## src/rtl/hold_detect_multi.sv

```systemverilog
// rtl/hold_detect_multi.sv - multi-channel hold detector with prescaler tick; HOLD_REPEAT_EN adds auto-repeat pulses
module hold_detect_multi #(
    parameter int CHANNELS     = 4,
    parameter int PRESCALE_W   = 14,
    parameter int HOLD_TICKS   = 12,
    parameter int REPEAT_TICKS = 4
) (
    input  logic                clk,
    input  logic                rst,
    input  logic [CHANNELS-1:0] ch_in,
    input  logic [CHANNELS-1:0] en_mask,
    output logic [CHANNELS-1:0] held,
    output logic [CHANNELS-1:0] press_pulse,
    output logic [CHANNELS-1:0] repeat_pulse,
    output logic                all_held,
    output logic                tick,
    output logic                slow_clk
);

    localparam int CNT_W = $clog2(HOLD_TICKS + 1);
    localparam logic [CNT_W-1:0] HOLD_MAX = CNT_W'(HOLD_TICKS);
    localparam logic [CNT_W-1:0] HOLD_PRE = CNT_W'(HOLD_TICKS - 1);

    if (CHANNELS < 1 || CHANNELS > 8) begin : g_bad_channels
        $error("CHANNELS must be 1..8");
    end
    if (PRESCALE_W < 1 || HOLD_TICKS < 1 || REPEAT_TICKS < 1) begin : g_bad_params
        $error("PRESCALE_W, HOLD_TICKS and REPEAT_TICKS must be >= 1");
    end

    logic [PRESCALE_W-1:0] p;
    logic [CHANNELS-1:0]   sync1;
    logic [CHANNELS-1:0]   s;
    logic [CNT_W-1:0]      cnt [CHANNELS];
    logic [CHANNELS-1:0]   press_q;

    assign tick     = &p;
    assign slow_clk = p[PRESCALE_W-1];

    always_ff @(posedge clk) begin
        if (rst) begin
            p     <= '0;
            sync1 <= '0;
            s     <= '0;
        end else begin
            p     <= p + PRESCALE_W'(1);
            sync1 <= ch_in;
            s     <= sync1;
        end
    end

    // Disable clears at any edge; otherwise only the tick sample matters, so
    // input glitches between ticks never reach the counters.
    always_ff @(posedge clk) begin
        for (int i = 0; i < CHANNELS; i++) begin
            if (rst) begin
                cnt[i]     <= '0;
                press_q[i] <= 1'b0;
            end else begin
                press_q[i] <= tick & en_mask[i] & s[i] & (cnt[i] == HOLD_PRE);
                if (!en_mask[i]) begin
                    cnt[i] <= '0;
                end else if (tick) begin
                    if (!s[i]) begin
                        cnt[i] <= '0;
                    end else if (cnt[i] != HOLD_MAX) begin
                        cnt[i] <= cnt[i] + CNT_W'(1);
                    end
                end
            end
        end
    end

    always_comb begin
        held = '0;
        for (int i = 0; i < CHANNELS; i++) begin
            held[i] = (cnt[i] == HOLD_MAX);
        end
    end

    assign press_pulse = press_q;
    assign all_held    = ((held & en_mask) == en_mask) && (en_mask != '0);

`ifdef HOLD_REPEAT_EN
    localparam int R_W = $clog2(REPEAT_TICKS + 1);
    localparam logic [R_W-1:0] REP_LAST = R_W'(REPEAT_TICKS - 1);

    logic [R_W-1:0]      r [CHANNELS];
    logic [CHANNELS-1:0] rep_q;

    always_ff @(posedge clk) begin
        for (int i = 0; i < CHANNELS; i++) begin
            if (rst || !held[i]) begin
                r[i]     <= '0;
                rep_q[i] <= 1'b0;
            end else if (tick && s[i]) begin
                if (r[i] == REP_LAST) begin
                    r[i]     <= '0;
                    rep_q[i] <= 1'b1;
                end else begin
                    r[i]     <= r[i] + R_W'(1);
                    rep_q[i] <= 1'b0;
                end
            end else begin
                rep_q[i] <= 1'b0;
            end
        end
    end

    assign repeat_pulse = rep_q;
`else
    assign repeat_pulse = '0;
`endif

endmodule

```

## config.mk

```make
export PLATFORM = sky130hd
export DESIGN_NAME = hold_detect_multi
export DESIGN_NICKNAME = d
export VERILOG_FILES = /design/src/rtl/hold_detect_multi.sv
export SDC_FILE = /design/constraint.sdc
export NUM_CORES = 1
export LEC_CHECK = 0
export CORE_MARGIN = 8
export CORE_UTILIZATION = 50
export CTS_BUF_LIST = sky130_fd_sc_hd__clkbuf_16
export DETAILED_ROUTE_END_ITERATION = 8
export GPL_TIMING_DRIVEN = 0
export PLACE_DENSITY = 0.72
export SYNTH_ARGS = -nofsm -noshare
export SYNTH_HDL_FRONTEND = slang
export SYNTH_SLANG_ARGS = --single-unit
export TNS_END_PERCENT = 5
```

## constraint.sdc

```tcl
create_clock -name clk -period 4.2 [get_ports clk]
set_clock_uncertainty 0.1 [all_clocks]
set_input_delay 0.63 -clock clk [delete_from_list [all_inputs] [get_ports clk]]
set_output_delay 0.63 -clock clk [all_outputs]
set_load 0.01 [all_outputs]
```

==> impl_metrics.py <==
metrics = {
    "worst_setup_path": {
        "required_ns": 3.47,
        "cp.arrival_ns": 2.59,
        "critical_path_class": "reg -> out",
        "cp_startpoint": "p[0]",
        "crit_path_start_kind": "register",
        "worst-r2r-cell-count": 6,
        "setup.reg_to_reg.worst_slack_ns": 1.53,
        "endpoint_class_of_the_critical_path": "primary output",
        "worstReg2RegStart": "p[0]",
        "regToRegEndpoint": "cnt[2][0]",
        "timing.critical_path.fanout_max": 10,
    },
    "status": {
        "status": "completed",
    },
    "layout": {
        "layout.core_utilization_pct": 62.29,
        "multi_input_comb_area_um2": 992.2,
        "layout.nets": 265,
        "post-route-cell-area_um2": 2527,
        "fillers": 353,
        "ff_latch_area_um2": 1001,
        "flow.area_growth_from_synthesis_pct": 18.54,
        "drive_gt1_share_pct": 9.312,
        "antenna_cells_inserted": 0,
    },
    "synth": {
        "synth_top_cell_by_area": "dfxtp_1",
        "synthFlopType": "dfxtp_1",
        "synthesis.area_um2": 2132,
        "yosys_warnings": 0,
        "async_flop_share_pct": 0,
        "post-synth-top-area-fraction_pct": 24.41,
        "ys_seq_elements": 42,
        "synth_area_leaders": "dfxtp_1, edfxtp_1, ha_1",
        "synth-edff-count": 16,
        "avgSynthCellArea_um2": 9.780,
        "netlist_instances": 218,
        "synth_seq_area_share_pct": 46.95,
        "netlist-cell-type-count": 32,
    },
    "drt": {
        "detailedRoute.firstPassIterationCount": 4,
        "route.detailed.wl_per_inst_um": 14.02,
        "route.antenna.remaining_nets": 0,
        "route.detailed.drc": 0,
        "post_drt_via_cell_ratio": 5.630,
        "drtIter0Drc": 148,
        "route.vias.total": 1672,
        "wl_mm": 4.164,
    },
    "sta": {
        "timing.fmax_ghz": 0.3012,
        "finalHoldViolations": 0,
        "slew_violations": 0,
        "worst_pin_slew_ns": 0.6342,
        "fin_crit_ns": 3.320,
        "finalWorstSetupSlack_ns": 0.8802,
        "final-setup-viol-count": 0,
        "final.setup.tns_ns": 0,
        "maxSlewHeadroom_pct": 57.72,
        "grt_setup_unrepaired": "no",
        "period_share_pct": 79.04,
    },
    "floorplanning": {
        "floorplan.die_area_um2": 6610,
        "fp.dieW_um": 81.30,
        "ioPinCount": 25,
        "die_height_um": 81.30,
        "start_util_pct": 52.54,
        "placeableCoreArea_um2": 4058,
        "rows": 23,
    },
    "placed_design": {
        "placed_cell_area_um2": 2386,
        "numPortBuffers": 18,
        "place.gp.congestion": 0.8242,
        "pre_cts_slack_ns": 1.168,
        "dp_hpwl_mm": 3.029,
    },
    "cts": {
        "cts_hold_repair.buffers": 0,
        "cts-buffers-inserted": 5,
        "htree_levels": 2,
        "clk-insertion-delay-late_ns": 0.28,
        "cts.repair.resized": 0,
        "ctsLongestPathBuffers": 2,
        "worst_setup_hold_path_clk_slew_ns": 0.06,
        "cts_root_buf": "clkbuf_16",
        "tritoncts": "built",
        "cts.sinks": 42,
        "cts.repair_timing.setup_buffer_count": 0,
    },
    "global_routing": {
        "grt_start_max_net_pins": 14,
        "grt_antenna_before_repair": 0,
        "grt-ovfl-total": 0,
        "wire_length_of_the_first_global_routing_pass_mm": 7.093,
        "grt.total_usage_pct": 13.94,
        "number_of_global_route_vias_before_repair": 1600,
    },
    "job": {
        "drv.max_cap_violation_count": 0,
    },
    "pwr": {
        "power.density_nw_per_um2": 345.5,
        "power.ir.vdd_worst_mv": 0.2380,
        "leakage_nw": 0.9158,
    },
    "worst_hold_path": {
        "timing.hold.worst_endpoint": "s[1]",
        "worst_hold_startpoint": "sync1[1]",
        "holdCritPathClass": "reg -> reg",
        "whs_path_depth": 1,
    },
}
[per-stage QoR]
step	hold slack [ns]	std cells	power (W)
3_3_place_gp	0.3203	289	0.0005143
6_report	0.3390	297	0.0008733
2_1_floorplan	0.3138	221	0.0004931
4_1_cts	0.3419	297	0.0008842
5_1_grt	0.3638	297	0.0009063
3_5_place_dp	0.3295	289	0.0005154
[cell usage in the layout, fill, tap and decap left out]
master	count
clkinv_1	1
or4_1	2
nand4_1	14
buf_1	3
clkbuf_1	4
nand3_1	17
a222oi_1	1
nand2_1	6
o31ai_1	2
xor2_1	8
a21oi_1	6
nor2b_1	16
dfxtp_1	26
nor4_1	8
clkdlybuf4s50_1	18
or3_1	7
nor3_1	14
clkbuf_16	5
o21ai_0	7
nor4_4	1
edfxtp_1	16
ha_1	9
and2_1	5
conb_1	4
nand3b_1	2
or4_4	1
clkinvlp_4	1
nor4_2	2
mux2_2	4
nand4_4	1
buf_4	5
nor2_1	9
buf_8	1
xnor2_1	3
buf_6	1
inv_1	16
clkinv_2	1
[layout make-up]
class / count / area share, %
clock inverter: 3 / 0.6436
sequential: 42 / 39.60
inverter: 16 / 2.376
multi-input combinational: 149 / 39.26
clock buffer: 5 / 4.951
buffer: 14 / 3.564
timing repair buffer: 18 / 7.129
tap: 50 / 2.475
[how the worst max path moves through the flow]
stage,slack (ns),end,cells after the start
floorplan,1.79,tick,6
global placement,1.20,tick,7
detailed placement,1.17,tick,7
CTS,0.86,tick,7
global route,0.77,tick,7
finish,0.88,tick,7
[power breakdown]
group	switching [W]	internal, W	leakage [nW]
registers	0.0000140	0.000437	0.386
clock network	0.000149	0.000217	0.0672
logic	0.0000316	0.0000255	0.463
[synth_stat cells, drive strengths merged, types with 6 or more instances]
cell type  number
nor2b          16
buf            10
xor2            8
nand3          17
dfxtp          26
ha              9
nor3           14
a21oi           6
nand4          15
inv            16
nor4           11
nand2           6
nor2            9
o21ai           7
or3             7
edfxtp         16
[routing by layer]
layer	vias to the layer above	wire, um	track usage, %
met5	-	0	0
met4	0	87	8.393
met3	11	234	4.305
met2	44	1989	21.72
met1	784	1853	16.48
li1	833	-	-
[flip-flops by register name, summed over array words and instances, names as in the netlist]
name         count
s                4
p               14
sync1            4
press_pulse      4
cnt             16
[logic make-up (layout without fill, tap and decap cells)]
family | after synthesis | after routing | synth area share [%]
adder cells (fa/ha/maj) | 9 | 9 | 5.282
XOR/XNOR | 11 | 11 | 4.519
multiplexers | 4 | 4 | 2.113
other | 1 | 4 | 0.1759
AO/OA/AOI/OAI | 16 | 16 | 4.225
buffers and inverters | 30 | 56 | 7.042
AND/OR/NAND/NOR | 105 | 105 | 29.69
flip-flops | 42 | 42 | 46.95
[critical path, stage by stage, from the launching register on]
cell,delay [ns]
dfxtp_1,0.40
ha_1,0.28
nand4_4,0.16
or4_4,0.56
buf_6,0.15
buf_4,0.17
inv_1,0.05
clkdlybuf4s50_1,0.52
Power figures use the tool's default switching activity.
